### src/rtl/flow_ctrl_pkg.sv
// flow_ctrl_pkg: shared register width and FSM state encodings for the flow controller
package flow_ctrl_pkg;
   localparam int REG_W = 32;
   typedef logic [REG_W-1:0] reg_t;
   typedef enum logic [1:0] {RUN = 2'd0, DRAIN = 2'd1, HALTED = 2'd2} fc_state_e;
endpackage

### src/rtl/flow_ctrl_redirect_buf.sv
// redirect_buf: one-entry pending redirect; a pending trap is never displaced by a jump
module redirect_buf import flow_ctrl_pkg::*; (
   input  logic clk,
   input  logic rst,
   input  logic clr,
   input  logic cap,
   input  logic trap_en,
   input  reg_t trap_addr,
   input  logic jump_en,
   input  reg_t jump_addr,
   output logic pend_valid,
   output reg_t pend_addr
);
   logic pend_trap;
   always_ff @(posedge clk) begin
      if (rst) begin
         pend_valid <= 1'b0;
         pend_trap  <= 1'b0;
         pend_addr  <= '0;
      end else if (clr) begin
         pend_valid <= 1'b0;
         pend_trap  <= 1'b0;
      end else if (cap && trap_en) begin
         pend_valid <= 1'b1;
         pend_trap  <= 1'b1;
         pend_addr  <= trap_addr;
      end else if (cap && jump_en && !(pend_valid && pend_trap)) begin
         pend_valid <= 1'b1;
         pend_trap  <= 1'b0;
         pend_addr  <= jump_addr;
      end
   end
endmodule

### src/rtl/flow_ctrl.sv
// flow_ctrl: PC redirect arbitration, stall/flush generation and debug halt sequencing
module flow_ctrl import flow_ctrl_pkg::*; #(
   parameter int DRAIN_TIMEOUT = 16
) (
   input  logic clk,
   input  logic rst,
   input  logic jtag_reset,
   input  logic ex_jump_en,
   input  reg_t ex_jump_addr,
   input  logic trap_en,
   input  reg_t trap_addr,
   input  logic hold_req,
   input  logic bus_busy,
   input  logic dbg_halt_req,
   input  logic dbg_resume_req,
   output logic jump_en,
   output reg_t jump_addr,
   output logic halt,
   output logic flush,
   output logic dbg_halted,
   output logic drain_timeout
);
   localparam int CW = $clog2(DRAIN_TIMEOUT) + 1;
   fc_state_e state, state_nxt;
   logic [CW-1:0] cnt;
   logic rst_any, cnt_last, pend_valid;
   reg_t pend_addr;
   assign rst_any  = rst | jtag_reset;
   assign cnt_last = cnt == CW'(DRAIN_TIMEOUT - 1);
   always_comb begin
      state_nxt = state;
      case (state)
         RUN:     state_nxt = dbg_halt_req ? DRAIN : RUN;
         DRAIN:   state_nxt = (!bus_busy || cnt_last) ? HALTED : DRAIN;
         HALTED:  state_nxt = (dbg_resume_req && !dbg_halt_req) ? RUN : HALTED;
         default: state_nxt = RUN;
      endcase
   end
   // live redirects only leave the core in RUN; pending entries wait for resume
   assign jump_en   = !rst_any && state == RUN && (trap_en || ex_jump_en || pend_valid);
   assign jump_addr = !jump_en ? '0 : trap_en ? trap_addr : ex_jump_en ? ex_jump_addr : pend_addr;
   assign flush     = jump_en;
   assign halt      = rst_any ? hold_req : (state != RUN) || (hold_req && !jump_en);
   always_ff @(posedge clk) begin
      if (rst_any) begin
         state         <= RUN;
         cnt           <= '0;
         drain_timeout <= 1'b0;
         dbg_halted    <= 1'b0;
      end else begin
         state      <= state_nxt;
         dbg_halted <= state_nxt == HALTED;
         cnt        <= (state == RUN && dbg_halt_req) ? '0 :
                       (state == DRAIN && !(&cnt)) ? cnt + 1'b1 : cnt;
         if (state == DRAIN && state_nxt == HALTED)
            drain_timeout <= bus_busy;
      end
   end
   redirect_buf u_buf (
      .clk        (clk),
      .rst        (rst_any),
      .clr        (state == RUN),
      .cap        (state != RUN),
      .trap_en    (trap_en),
      .trap_addr  (trap_addr),
      .jump_en    (ex_jump_en),
      .jump_addr  (ex_jump_addr),
      .pend_valid (pend_valid),
      .pend_addr  (pend_addr)
   );
endmodule

### config.mk
export PLATFORM = sky130hd
export DESIGN_NAME = flow_ctrl
export DESIGN_NICKNAME = d
export VERILOG_FILES = /design/src/rtl/flow_ctrl_pkg.sv /design/src/rtl/flow_ctrl_redirect_buf.sv /design/src/rtl/flow_ctrl.sv
export SDC_FILE = /design/constraint.sdc
export NUM_CORES = 1
export LEC_CHECK = 0
export CORE_MARGIN = 3
export CORE_UTILIZATION = 41
export DETAILED_ROUTE_END_ITERATION = 12
export HOLD_SLACK_MARGIN = 0.05
export PLACE_DENSITY = 0.83
export SLEW_MARGIN = 40
export SYNTH_ARGS = -nofsm -noshare
export SYNTH_HDL_FRONTEND = slang
export SYNTH_SLANG_ARGS = --single-unit
### constraint.sdc
create_clock -name clk -period 4.8 [get_ports clk]
set_input_delay 0.48 -clock clk [delete_from_list [all_inputs] [get_ports clk]]
set_output_delay 0.48 -clock clk [all_outputs]
set_load 0.02 [all_outputs]
# --- After elaboration in Yosys (flattened, before gate mapping) ---
# Index checks and enable logic that the tools add are counted.
# W data, S select, Z words.
totals:
  ff_bits: 43
  in_bits: 73
  out_inout_bits: 37
  word_cells: 56
op_classes:
  addsub: 1
  eq_ne: 4
  mux: 14
  bitwise_logic: 2
  n_reduce_logical: 28
op_table:
  columns: ["cell", "count"]
  rows:
  - ["$mux W32", 5]
  - ["$logic_and A1 B1 Y1", 11]
  - ["$logic_not A1 Y1", 6]
  - ["$mux W1", 6]
  - ["$pmux W2 S3", 1]
  - ["$add A5 B1 Y5 const B", 1]
  - ["$eq A5 B4 Y1 const B", 1]
  - ["$reduce_and A5 Y1", 1]
  - ["$eq A2 B2 Y1 const B", 2]
  - ["$logic_or A1 B1 Y1", 4]
  - ["$mux W2", 2]
  - ["$reduce_bool A2 Y1", 2]
  - ["$reduce_or A2 Y1", 2]
  - ["$eq A2 B1 Y1 const B", 1]
  - ["$logic_not A2 Y1", 1]
  - ["$reduce_and A2 Y1", 1]
  - ["$not A1 Y1", 1]
  - ["$or A1 B1 Y1", 1]

# --- Depth between registers and ports, before layout ---
# Gate-level depths: netlist of run 1.
depth:
  word_depth: 8
  ltp_mapped: 6
  mapped_depth_nobuf: 6

# --- Modules after synthesis ---
# Synthesis of run 1 repeated with hierarchy kept, for this count alone.
unflattened:
  hier_cells: 357
  area_unflattened_um2: 3239.4
by_module_without_submodules:
  columns: ["module", "n_inst", "cells_per_inst", "area_each_um2", "seq_area_each_um2"]
  rows:
  - ["redirect_buf", 1, 196, 1896.8, 680.7]
  - ["flow_ctrl", 1, 161, 1342.5, 180.2]

# --- Least setup slack after synthesis of run 1 ---
# OpenSTA, ideal clock, no wires.
synth_path:
  path_type: "input port to output port"
  from: "input ex_jump_en"
  to: "output jump_addr[30]"
  arrival_ps: 1531
  required_ps: 4320
  path_slack_ps: 2789
  path_stages: 5
  n_path_buf: 2
  path_cell_list: "buf_2 -> nor3_1 -> nand3b_1 -> buf_2 -> a21oi_1"
synth_via:
  elab_chain_len: 4
  word_cells_on_any_way: 6
  cone_classes: "mux: 3; reduce/logical: 3"
synth_lines:
  columns: ["item", "line_no", "rtl"]
  rows:
  - ["from (decl)", "flow_ctrl.sv:8", "input logic ex_jump_en,"]
  - ["$logic_or A1 B1 Y1 (2 in series)", "flow_ctrl.sv:40", "assign jump_en = !rst_any && state == RUN && (trap_en || ex_jump_en || pend_valid);"]
  - ["$logic_and A1 B1 Y1", "flow_ctrl.sv:40", null]
  - ["$mux W32 (*)", "flow_ctrl.sv:41", "assign jump_addr = !jump_en ? '0 : trap_en ? trap_addr : ex_jump_en ? ex_jump_addr : pend_addr;"]
  - ["to (decl)", "flow_ctrl.sv:17", "output reg_t jump_addr,"]
# Every way passes the cells marked *; elsewhere a longest branch is shown, timed or not.

# --- Worst setup path in the final report of run 1 ---
layout_path:
  from: "input jtag_reset"
  to: "output jump_addr[0]"
layout_via:
  elab_chain_len: 5
layout_lines:
  columns: ["item", "line_no", "rtl"]
  rows:
  - ["from (decl)", "flow_ctrl.sv:7", "input logic jtag_reset,"]
  - ["$or A1 B1 Y1", "flow_ctrl.sv:28", "assign rst_any = rst | jtag_reset;"]
  - ["$logic_not A1 Y1", "flow_ctrl.sv:40", null]
  - ["$logic_and A1 B1 Y1 (2 in series)", "flow_ctrl.sv:40", null]
  - ["$mux W32", "flow_ctrl.sv:41", null]
# No other way between the ends.

==> results of run 1 <==
==> routing by layer <==
layer | GRT usage, % | vias up | wire [microns]
met5 | 0 | - | 0
met4 | 4.40 | 0 | 87
met3 | 3.73 | 9 | 390
met2 | 34.9 | 84 | 4210
met1 | 27.1 | 1412 | 3890
li1 | - | 1547 | -
==> critical path: cells and delay by family <==
| kind | cells | cell delay, ns |
|---|---|---|
| simple gates | 2 | 0.63 |
| buf+inv | 4 | 1.79 |
| compound gates | 1 | 0.17 |
==> cells in the mapped netlist <==
library cell and n:
sky130_fd_sc_hd__buf_4 2, sky130_fd_sc_hd__or2_1 1, sky130_fd_sc_hd__dfxtp_1 43, sky130_fd_sc_hd__buf_1 1, sky130_fd_sc_hd__a21o_1 18, sky130_fd_sc_hd__nand3_1 15, sky130_fd_sc_hd__and3_1 1, sky130_fd_sc_hd__o21ai_1 13
sky130_fd_sc_hd__o21ai_0 18, sky130_fd_sc_hd__mux2_1 14, sky130_fd_sc_hd__a31oi_1 9, sky130_fd_sc_hd__inv_2 2, sky130_fd_sc_hd__clkbuf_1 13, sky130_fd_sc_hd__buf_6 1, sky130_fd_sc_hd__nor2_1 13, sky130_fd_sc_hd__nand2_1 73
sky130_fd_sc_hd__or3b_1 1, sky130_fd_sc_hd__o2bb2ai_2 1, sky130_fd_sc_hd__or2_0 5, sky130_fd_sc_hd__nand4_1 7, sky130_fd_sc_hd__a21oi_1 29, sky130_fd_sc_hd__nand3b_1 3, sky130_fd_sc_hd__nor3_1 1, sky130_fd_sc_hd__o211ai_1 2
sky130_fd_sc_hd__a2bb2oi_2 1, sky130_fd_sc_hd__xnor2_1 2, sky130_fd_sc_hd__nor3b_2 1, sky130_fd_sc_hd__a211oi_1 5, sky130_fd_sc_hd__or2_2 1, sky130_fd_sc_hd__buf_2 15, sky130_fd_sc_hd__a21bo_2 1, sky130_fd_sc_hd__nand2b_1 27
sky130_fd_sc_hd__mux2i_1 17, sky130_fd_sc_hd__or3_1 1, sky130_fd_sc_hd__a41oi_1 6, sky130_fd_sc_hd__nor2b_1 1, sky130_fd_sc_hd__nor4bb_1 1, sky130_fd_sc_hd__ha_1 3, sky130_fd_sc_hd__mux2_2 18, sky130_fd_sc_hd__inv_1 4
==> where the power goes <==
part | internal (mW) | leakage, nW | total (mW) | switching (mW)
combinational | 0.115 | 1.16 | 0.220 | 0.105
sequential | 0.362 | 0.347 | 0.366 | 0.00437
clock | 0.102 | 0.0412 | 0.228 | 0.126
total | 0.579 | 1.55 | 0.815 | 0.236
==> cell type report <==
cell class | instances | area (sq um) | share of cell area, %
Sequential cell | 43 | 861 | 20.6
Clock buffer | 6 | 72.6 | 1.74
Inverter | 6 | 22.5 | 0.540
Tap cell | 96 | 120 | 2.88
Multi-Input combinational cell | 309 | 1960 | 46.9
Timing Repair Buffer | 115 | 1130 | 27.0
Clock inverter | 2 | 12.5 | 0.300
==> sequential cells by signal (all words and copies together), names as in the netlist <==
register          cells
cnt                   5
dbg_halted            1
drain_timeout         1
state                 2
u_buf.pend_addr      32
u_buf.pend_trap       1
u_buf.pend_valid      1
==> cells by family (layout without fill, tap and decap cells) <==
family                   Yosys count  after routing
AO/OA/AOI/OAI                    103            103
XOR/XNOR                           2              2
adder cells (fa/ha/maj)            3              3
buffers and inverters             38            129
flip-flops                        43             43
multiplexers                      49             49
AND/OR/NAND/NOR                  152            152
==> how the worst min path moves through the flow <==
| stage | end | slack (ns) | cells after the start |
|---|---|---|---|
| finish | u_buf.pend_addr[18]$_SDFFE_PP0P_ | 0.46 | 2 |
| global placement | u_buf.pend_addr[30]$_SDFFE_PP0P_ | 0.44 | 2 |
| floorplan | u_buf.pend_addr[18]$_SDFFE_PP0P_ | 0.44 | 2 |
| CTS | u_buf.pend_addr[6]$_SDFFE_PP0P_ | 0.46 | 2 |
| detailed placement | u_buf.pend_addr[29]$_SDFFE_PP0P_ | 0.45 | 2 |
| global route | u_buf.pend_addr[5]$_SDFFE_PP0P_ | 0.49 | 2 |
==> cells in the final DEF (no fill, tap or decap), types with 2 or more instances in the layout <==
master / n
sky130_fd_sc_hd__a41oi_1: 6
sky130_fd_sc_hd__a211oi_1: 5
sky130_fd_sc_hd__buf_4: 6
sky130_fd_sc_hd__o211ai_1: 2
sky130_fd_sc_hd__mux2i_1: 17
sky130_fd_sc_hd__nor2_1: 12
sky130_fd_sc_hd__a21o_1: 17
sky130_fd_sc_hd__buf_2: 2
sky130_fd_sc_hd__xnor2_1: 2
sky130_fd_sc_hd__nand4_1: 7
sky130_fd_sc_hd__dfxtp_1: 43
sky130_fd_sc_hd__o21ai_1: 13
sky130_fd_sc_hd__clkbuf_8: 5
sky130_fd_sc_hd__clkdlybuf4s50_1: 107
sky130_fd_sc_hd__inv_1: 3
sky130_fd_sc_hd__ha_1: 3
sky130_fd_sc_hd__a31oi_1: 9
sky130_fd_sc_hd__mux2_1: 14
sky130_fd_sc_hd__a21oi_1: 29
sky130_fd_sc_hd__mux2_2: 18
sky130_fd_sc_hd__nand2_1: 73
sky130_fd_sc_hd__nand3_1: 15
sky130_fd_sc_hd__inv_2: 3
sky130_fd_sc_hd__or2_0: 5
sky130_fd_sc_hd__nand2b_1: 27
sky130_fd_sc_hd__o21ai_0: 18
sky130_fd_sc_hd__nand3b_1: 3
==> report_table.html, run 1 <==
<table>
<tr><th>Metric</th><th>Value</th></tr>
<tr><th colspan="2">Layout</th></tr>
<tr><td>Summed area of non-filler cells in the final layout</td><td>0.00417 sq mm</td></tr>
<tr><td>Count of fill cells added during filler insertion</td><td>609</td></tr>
<tr><td>Utilization after layout</td><td>between 60% and 70%</td></tr>
<tr><td>Area growth from synthesis to layout</td><td>39.5%</td></tr>
<tr><td>NumNets Final</td><td>~560</td></tr>
<tr><td>Final non-filler cell total</td><td>about 580</td></tr>
<tr><td>Antenna diode count</td><td>0</td></tr>
<tr><td>Share of post-route cells with drive strength above 1</td><td>about 8.9%</td></tr>
<tr><th colspan="2">Clock network</th></tr>
<tr><td>Clock transition at path regs</td><td>0.09 ns</td></tr>
<tr><td>Max H-tree Level</td><td>2</td></tr>
<tr><td># hold bufs at CTS</td><td>0</td></tr>
<tr><td>Number of buffers added for setup after CTS</td><td>0</td></tr>
<tr><td>Root buffer cell</td><td>sky130_fd_sc_hd__clkbuf_8</td></tr>
<tr><td>Clock buffers created by TritonCTS</td><td>5</td></tr>
<tr><td>Clock latency on the worst-skew pair</td><td>about 0.30 ns</td></tr>
<tr><td>Post-cts gate resize count</td><td>0</td></tr>
<tr><td>Clock Sinks</td><td>43</td></tr>
<tr><td>CTS tree</td><td>done</td></tr>
<tr><td>Longest Clk Path Bufs</td><td>2</td></tr>
<tr><th colspan="2">Yosys</th></tr>
<tr><td>Fraction of the mapped netlist area in compound gates</td><td>about a fifth</td></tr>
<tr><td>Ys Warns</td><td>0</td></tr>
<tr><td>Summed instance area of the synthesized netlist</td><td>approximately 0.003 sq mm</td></tr>
<tr><td>Dominant combinational cell family by area after synthesis</td><td>simple AND/OR/NAND/NOR gates</td></tr>
<tr><td>Number of standard cells after synthesis</td><td>just under 400</td></tr>
<tr><td>Post-synthesis share of cell area spent on xor and xnor gates</td><td>less than 1%</td></tr>
<tr><td>Unique cell type count in the Yosys netlist</td><td>40</td></tr>
<tr><td>Mux share of post-synthesis cell area</td><td>between 10% and 20%</td></tr>
<tr><td>Adder-cell area share of the yosys netlist</td><td>1.25%</td></tr>
<tr><td>Post-synth top area cell</td><td>sky130_fd_sc_hd__dfxtp_1</td></tr>
<tr><td>Register bit count reported by yosys</td><td>between 40 and 50</td></tr>
<tr><td>Sequential cell area fraction in the yosys report</td><td>28.8%</td></tr>
<tr><td>Mean instance size in the synthesized netlist</td><td>between 7 and 8 sq um</td></tr>
<tr><td>Area contributors post-synth</td><td>sky130_fd_sc_hd__dfxtp_1 29%, sky130_fd_sc_hd__nand2_1 9.2%, sky130_fd_sc_hd__mux2_2 6.8%, sky130_fd_sc_hd__mux2i_1 5.7%, sky130_fd_sc_hd__nand2b_1 5.6%</td></tr>
<tr><td>Net Count, Synth</td><td>around 470</td></tr>
<tr><td>Fraction of synthesized cell area taken by the top area cell type</td><td>between 20% and 30%</td></tr>
<tr><td>Share of synthesized cell area in and, or, nand and nor gates</td><td>24.5%</td></tr>
<tr><th colspan="2">Floorplanning</th></tr>
<tr><td>Initial Util</td><td>43.1%</td></tr>
<tr><td>Ports</td><td>110</td></tr>
<tr><td>Die span in y</td><td>between 90 and 100 microns</td></tr>
<tr><td>Core region area</td><td>approximately 0.007 sq mm</td></tr>
<tr><td>Die width</td><td>about 91 microns</td></tr>
<tr><td>Area of the die</td><td>about 0.0084 sq mm</td></tr>
<tr><td>Placement Rows</td><td>30</td></tr>
<tr><th colspan="2">Min path</th></tr>
<tr><td>Worst min-delay path class</td><td>reg2reg</td></tr>
<tr><td>Source of the worst hold timing path</td><td>u_buf.pend_addr[18]$_SDFFE_PP0P_</td></tr>
<tr><th colspan="2">Timing</th></tr>
<tr><td>Worst slew margin</td><td>between 40% and 50%</td></tr>
<tr><td>Unrepaired setup endpoints after global routing</td><td>no</td></tr>
<tr><td>Clock tree skew after final layout</td><td>between 0.008 and 0.009 ns</td></tr>
<tr><td>Final-report setup violation count</td><td>0</td></tr>
<tr><td>Transition time of the tightest slew-check pin</td><td>0.767 ns</td></tr>
<tr><td>Minimum clock period</td><td>around 3.6 ns</td></tr>
<tr><td>Worst-case setup margin in the final layout</td><td>roughly 1.2 ns</td></tr>
<tr><td>Count of final hold-check violations</td><td>0</td></tr>
<tr><td>Fraction of the cycle the final worst path needs</td><td>~74%</td></tr>
<tr><td>Final max-slew violation count</td><td>0</td></tr>
<tr><td>Final worst hold slack</td><td>0.463 ns</td></tr>
<tr><td>Total negative setup slack</td><td>0 ns</td></tr>
<tr><td>Achievable frequency</td><td>~280 MHz</td></tr>
<tr><th colspan="2">Worst setup path</th></tr>
<tr><td>Crit path from</td><td>jtag_reset</td></tr>
<tr><td>Data arrival time of the critical path</td><td>around 3 ns</td></tr>
<tr><td>Required time of the worst setup path</td><td>approximately 4.3 ns</td></tr>
<tr><td>Endpoint of the lowest-slack register-to-register path</td><td>cnt[3]$_SDFFE_PP0P_</td></tr>
<tr><td>Register-to-register setup slack</td><td>2.87 ns</td></tr>
<tr><td>Critical-path top delay cell</td><td>sky130_fd_sc_hd__clkdlybuf4s50_1</td></tr>
<tr><td>Max FO, Critical Path</td><td>27</td></tr>
<tr><td>Kind of end point of the critical path</td><td>primary output</td></tr>
<tr><td>Crit path launch type</td><td>input port</td></tr>
<tr><td>R2r worst-path depth</td><td>6</td></tr>
<tr><td>Series of cell instances along the critical path</td><td>clkdlybuf4s50_1, nor2_2, buf_4, nand3b_1, buf_4, a21oi_1, clkdlybuf4s50_1</td></tr>
<tr><td>Maximum cell stage delay along the critical path</td><td>between 0.6 and 0.7 ns</td></tr>
<tr><td>Crit Reg-Reg Startpoint</td><td>cnt[0]$_SDFFE_PP0P_</td></tr>
<tr><td>Capture point of the critical path</td><td>jump_addr[0]</td></tr>
<tr><td>Classification of the worst setup path</td><td>in2out</td></tr>
<tr><th colspan="2">Global route</th></tr>
<tr><td>Number of antenna violations at the first check in global routing</td><td>0</td></tr>
<tr><td>Pin count of the biggest net entering global routing</td><td>slightly above 60</td></tr>
<tr><td>Global-route wire length before repair</td><td>between 10000 and 15000 microns</td></tr>
<tr><td>Sum of overflow across all layers after global routing</td><td>0</td></tr>
<tr><td>Global-route total usage across every layer</td><td>around 21%</td></tr>
<tr><td>Vias in the first global route</td><td>3027</td></tr>
<tr><th colspan="2">Route</th></tr>
<tr><td>Routed Wire Length</td><td>8580 microns</td></tr>
<tr><td>Drt pass-1 iters</td><td>4</td></tr>
<tr><td>Initial drt markers</td><td>roughly 150</td></tr>
<tr><td>Post-detailed-route count of antenna-violating nets</td><td>0</td></tr>
<tr><td>Residual DRC</td><td>0</td></tr>
<tr><td>Average detailed-routed wire length per instance</td><td>about 15 microns</td></tr>
<tr><td>Detailed-route vias per instance</td><td>between 5 and 6</td></tr>
<tr><td>Overall via count from detail_route</td><td>just over 3000</td></tr>
<tr><th colspan="2">Flow run</th></tr>
<tr><td>Max_cap viols</td><td>0</td></tr>
<tr><th colspan="2">Placement</th></tr>
<tr><td>Cell area reported after detailed placement</td><td>between 0.004 and 0.005 sq mm</td></tr>
<tr><td>Total instance count after detailed placement</td><td>roughly 570</td></tr>
<tr><td>Half-perimeter wire length after placement</td><td>around 5900 microns</td></tr>
<tr><td>Minimum setup slack after placement</td><td>between 1 and 1.5 ns</td></tr>
<tr><td>Placer Congestion</td><td>approximately 0.83</td></tr>
<tr><td>Buffers added on ports</td><td>109</td></tr>
<tr><th colspan="2">Pwr</th></tr>
<tr><td>VDD IR max</td><td>106 uV</td></tr>
<tr><td>Power per cell area</td><td>roughly 200 mW/mm^2</td></tr>
<tr><td>PnR Total Power</td><td>between 0.8 and 0.9 mW</td></tr>
<tr><td>Leakage Power</td><td>1.55 nW</td></tr>
<tr><th colspan="2">Run status</th></tr>
<tr><td>Outcome</td><td>completed</td></tr>
</table>
Power figures use the tool's default switching activity.
==> inputs of run 2 (changes only) <==
==> constraint.sdc (replaced) <==
create_clock -name clk -period 3.65 [get_ports clk]
set_input_delay 0.365 -clock clk [delete_from_list [all_inputs] [get_ports clk]]
set_output_delay 0.365 -clock clk [all_outputs]
set_load 0.02 [all_outputs]
==> run 2 against run 1 <==
Via count up 2.7%. Wire length increased by 1.3%. First-iteration DRC count decreased by 28%. Global-route usage grew 0.43 points. Non-clock buffer count grew 1. Power up 31%. Register-to-register slack worse by 1.2 ns. Sequential cell count unchanged. Sequential power rose by 32%.
==> report_table.html, run 2 (synthesis results as in run 1) <==
<table>
<tr><th>Metric</th><th>Value</th></tr>
<tr><th colspan="2">Global route</th></tr>
<tr><td>Vias in the first global route</td><td>3225 (+6.5%)</td></tr>
<tr><td>Global-route track usage on met1</td><td>25.4% (-1.7 points)</td></tr>
<tr><td>Global-route layer with the greatest usage</td><td>met2</td></tr>
<tr><td>Pin count of the biggest net entering global routing</td><td>61 (unchanged)</td></tr>
<tr><td>Global-route wire length before repair</td><td>14800 microns (+2.7%)</td></tr>
<tr><td>Global-route track usage on met3</td><td>4.56% (+0.83 points)</td></tr>
<tr><td>Sum of overflow across all layers after global routing</td><td>0 (unchanged)</td></tr>
<tr><td>Number of antenna violations at the first check in global routing</td><td>0 (unchanged)</td></tr>
<tr><td>Met2 Resource Use GR</td><td>36.3% (+1.4 points)</td></tr>
<tr><td>Global-route total usage across every layer</td><td>21.0% (+0.43 points)</td></tr>
<tr><th colspan="2">Timing</th></tr>
<tr><td>Worst-case setup margin in the final layout</td><td>0.808 ns (-0.433 ns)</td></tr>
<tr><td>Achievable frequency</td><td>approximately 350 MHz</td></tr>
<tr><td>Final max-slew violation count</td><td>0 (unchanged)</td></tr>
<tr><td>Final-report setup violation count</td><td>0 (unchanged)</td></tr>
<tr><td>Minimum clock period</td><td>around 2.8 ns</td></tr>
<tr><td>Transition time of the tightest slew-check pin</td><td>0.734 ns (-0.0325 ns)</td></tr>
<tr><td>Fraction of the cycle the final worst path needs</td><td>77.9%</td></tr>
<tr><td>Clock tree skew after final layout</td><td>0.00588 ns (-0.00270 ns)</td></tr>
<tr><td>Unrepaired setup endpoints after global routing</td><td>no</td></tr>
<tr><td>Worst slew margin</td><td>51.0% (+2.2 points)</td></tr>
<tr><td>Total negative setup slack</td><td>0 ns (unchanged)</td></tr>
<tr><td>Count of final hold-check violations</td><td>0 (unchanged)</td></tr>
<tr><th colspan="2">Placement</th></tr>
<tr><td>Buffers added on ports</td><td>109 (unchanged)</td></tr>
<tr><td>Half-perimeter wire length after placement</td><td>6120 microns (+3.1%)</td></tr>
<tr><td>Cell area reported after detailed placement</td><td>0.00410 sq mm (+0.18%)</td></tr>
<tr><td>Minimum setup slack after placement</td><td>0.913 ns (-0.318 ns)</td></tr>
<tr><td>Placer Congestion</td><td>0.802 (-3.6%)</td></tr>
<tr><th colspan="2">Route</th></tr>
<tr><td>Overall via count from detail_route</td><td>3133 (+2.7%)</td></tr>
<tr><td>Detailed-route vias per instance</td><td>5.42 (+2.5%)</td></tr>
<tr><td>Routed Wire Length</td><td>8690 microns (+1.3%)</td></tr>
<tr><td>Drt pass-1 iters</td><td>4 (unchanged)</td></tr>
<tr><td>Post-detailed-route count of antenna-violating nets</td><td>0 (unchanged)</td></tr>
<tr><td>Initial drt markers</td><td>110 (-28%)</td></tr>
<tr><td>Residual DRC</td><td>0 (unchanged)</td></tr>
<tr><td>Average detailed-routed wire length per instance</td><td>15.0 microns (+1.1%)</td></tr>
<tr><th colspan="2">Clock network</th></tr>
<tr><td>Number of buffers added for setup after CTS</td><td>0 (unchanged)</td></tr>
<tr><td>Clock transition at path regs</td><td>0.08 ns (about the same)</td></tr>
<tr><td>Clock latency on the worst-skew pair</td><td>0.29 ns (about the same)</td></tr>
<tr><td>Longest Clk Path Bufs</td><td>2 (unchanged)</td></tr>
<tr><td>Clock buffers created by TritonCTS</td><td>5 (unchanged)</td></tr>
<tr><td>Root buffer cell</td><td>sky130_fd_sc_hd__clkbuf_8</td></tr>
<tr><td>Clock Sinks</td><td>43 (unchanged)</td></tr>
<tr><td># hold bufs at CTS</td><td>0 (unchanged)</td></tr>
<tr><td>CTS tree</td><td>done</td></tr>
<tr><td>Post-cts gate resize count</td><td>0 (unchanged)</td></tr>
<tr><td>Max H-tree Level</td><td>2 (unchanged)</td></tr>
<tr><th colspan="2">Worst setup path</th></tr>
<tr><td>Crit path launch type</td><td>flop</td></tr>
<tr><td>Data arrival time of the critical path</td><td>2.48 ns (-0.60 ns)</td></tr>
<tr><td>Max FO, Critical Path</td><td>24 (-11%)</td></tr>
<tr><td>Maximum cell stage delay along the critical path</td><td>0.64 ns (about the same)</td></tr>
<tr><td>Required time of the worst setup path</td><td>3.28 ns (-1.04 ns)</td></tr>
<tr><td>Critical-path top delay cell</td><td>sky130_fd_sc_hd__clkdlybuf4s50_1</td></tr>
<tr><td>Kind of end point of the critical path</td><td>primary output</td></tr>
<tr><td>Classification of the worst setup path</td><td>reg2out</td></tr>
<tr><td>Series of cell instances along the critical path</td><td>nor2_1, nand3b_1, buf_4, a21oi_1, clkdlybuf4s50_1</td></tr>
<tr><th colspan="2">Layout</th></tr>
<tr><td>Antenna diode count</td><td>0 (unchanged)</td></tr>
<tr><td>NumNets Final</td><td>557 (+0.18%)</td></tr>
<tr><td>Count of fill cells added during filler insertion</td><td>628 (+3.1%)</td></tr>
<tr><td>Largest regs</td><td>u_buf.pend_addr (32), cnt (5), state (2)</td></tr>
<tr><td>Summed area of non-filler cells in the final layout</td><td>0.00418 sq mm (about the same)</td></tr>
<tr><td>Area growth from synthesis to layout</td><td>39.6% (about the same)</td></tr>
<tr><td>Max FFs per register</td><td>32 (unchanged)</td></tr>
<tr><td>Share of post-route cells with drive strength above 1</td><td>8.71% (-0.23 points)</td></tr>
<tr><td>Register with the most flip-flops</td><td>u_buf.pend_addr</td></tr>
<tr><td>Commonest non-fill, non-tap cells in the layout</td><td>107 x sky130_fd_sc_hd__clkdlybuf4s50_1, 73 x sky130_fd_sc_hd__nand2_1, 43 x sky130_fd_sc_hd__dfxtp_1</td></tr>
<tr><td>Most common library cell in the layout ignoring fill and taps</td><td>sky130_fd_sc_hd__clkdlybuf4s50_1</td></tr>
<tr><th colspan="2">Pwr</th></tr>
<tr><td>Leakage Power</td><td>1.55 nW (+0.45%)</td></tr>
<tr><td>Power per cell area</td><td>256 mW/mm^2 (+31%)</td></tr>
<tr><td>VDD IR max</td><td>142 uV (+34%)</td></tr>
<tr><th colspan="2">Floorplanning</th></tr>
<tr><td>Area of the die</td><td>0.00836 sq mm (unchanged)</td></tr>
<tr><td>Die span in y</td><td>91.4 microns (unchanged)</td></tr>
<tr><td>Placement Rows</td><td>30 (unchanged)</td></tr>
<tr><td>Die width</td><td>91.4 microns (unchanged)</td></tr>
<tr><td>Core region area</td><td>0.00694 sq mm (unchanged)</td></tr>
<tr><td>Initial Util</td><td>43.1% (unchanged)</td></tr>
<tr><td>Ports</td><td>110 (unchanged)</td></tr>
<tr><th colspan="2">Min path</th></tr>
<tr><td>Worst min-delay path class</td><td>reg2reg</td></tr>
<tr><th colspan="2">Flow run</th></tr>
<tr><td>Max_cap viols</td><td>0 (unchanged)</td></tr>
<tr><th colspan="2">Run status</th></tr>
<tr><td>Outcome</td><td>completed</td></tr>
</table>
## run 2: changes by cell type in the layout (fill, tap and decap cells not counted), sizes merged
cell,change
clkbuf,+1
clkinvlp,-1
buf,+1
## run 2: critical path: cells and delay by family (launching register included)
| kind | cells | cell delay, ns |
|---|---|---|
| buffers and inverters | 2 | 0.99 |
| and+or+nand+nor | 2 | 0.58 |
| DFF | 1 | 0.46 |
| AOI/OAI and AO/OA | 1 | 0.16 |
## run 2: stage by stage
stage	power, mW	std cells	utilization [%]	hold slack [ns]
5_1_grt	1.12	578	60.1	0.498
3_3_place_gp	0.778	570	59.0	0.442
3_5_place_dp	0.782	570	59.0	0.451
4_1_cts	1.07	578	60.1	0.468
6_report	1.07	578	60.1	0.468
2_1_floorplan	0.645	390	-	0.436
## run 2: layer usage
layer | vias to the layer above | wire [microns]
met2 | 113 | 4180
met5 | - | 0
li1 | 1553 | -
met4 | 0 | 215
met1 | 1450 | 3760
met3 | 17 | 533
## run 2: final cells by class
cell class / instances / area [sq um] / share of cell area, %
multi-input cells: 309 / 1960 / 46.9
repair buffers: 116 / 1130 / 27.1
inverters: 6 / 22.5 / 0.539
well taps: 96 / 120 / 2.88
clock inverters: 1 / 5.00 / 0.120
clock buffers: 7 / 76.3 / 1.83
flip-flops and latches: 43 / 861 / 20.6
## run 2: path summary, 6_finish.rpt
check,start,end,slack (ns),depth (start not counted)
max,state[1]$_SDFF_PP0_,jump_addr[5],0.81,5
max reg2reg,cnt[0]$_SDFFE_PP0P_,cnt[3]$_SDFFE_PP0P_,1.70,6
min,u_buf.pend_addr[15]$_SDFFE_PP0P_,u_buf.pend_addr[15]$_SDFFE_PP0P_,0.47,2
min reg2reg,u_buf.pend_addr[15]$_SDFFE_PP0P_,u_buf.pend_addr[15]$_SDFFE_PP0P_,0.47,2
## run 2: where the power goes
group          leakage (nW)  switching [mW]  internal (mW)
registers             0.347         0.00603          0.476
clock network        0.0422           0.160          0.135
logic                  1.16           0.139          0.151
total                  1.55           0.306          0.762
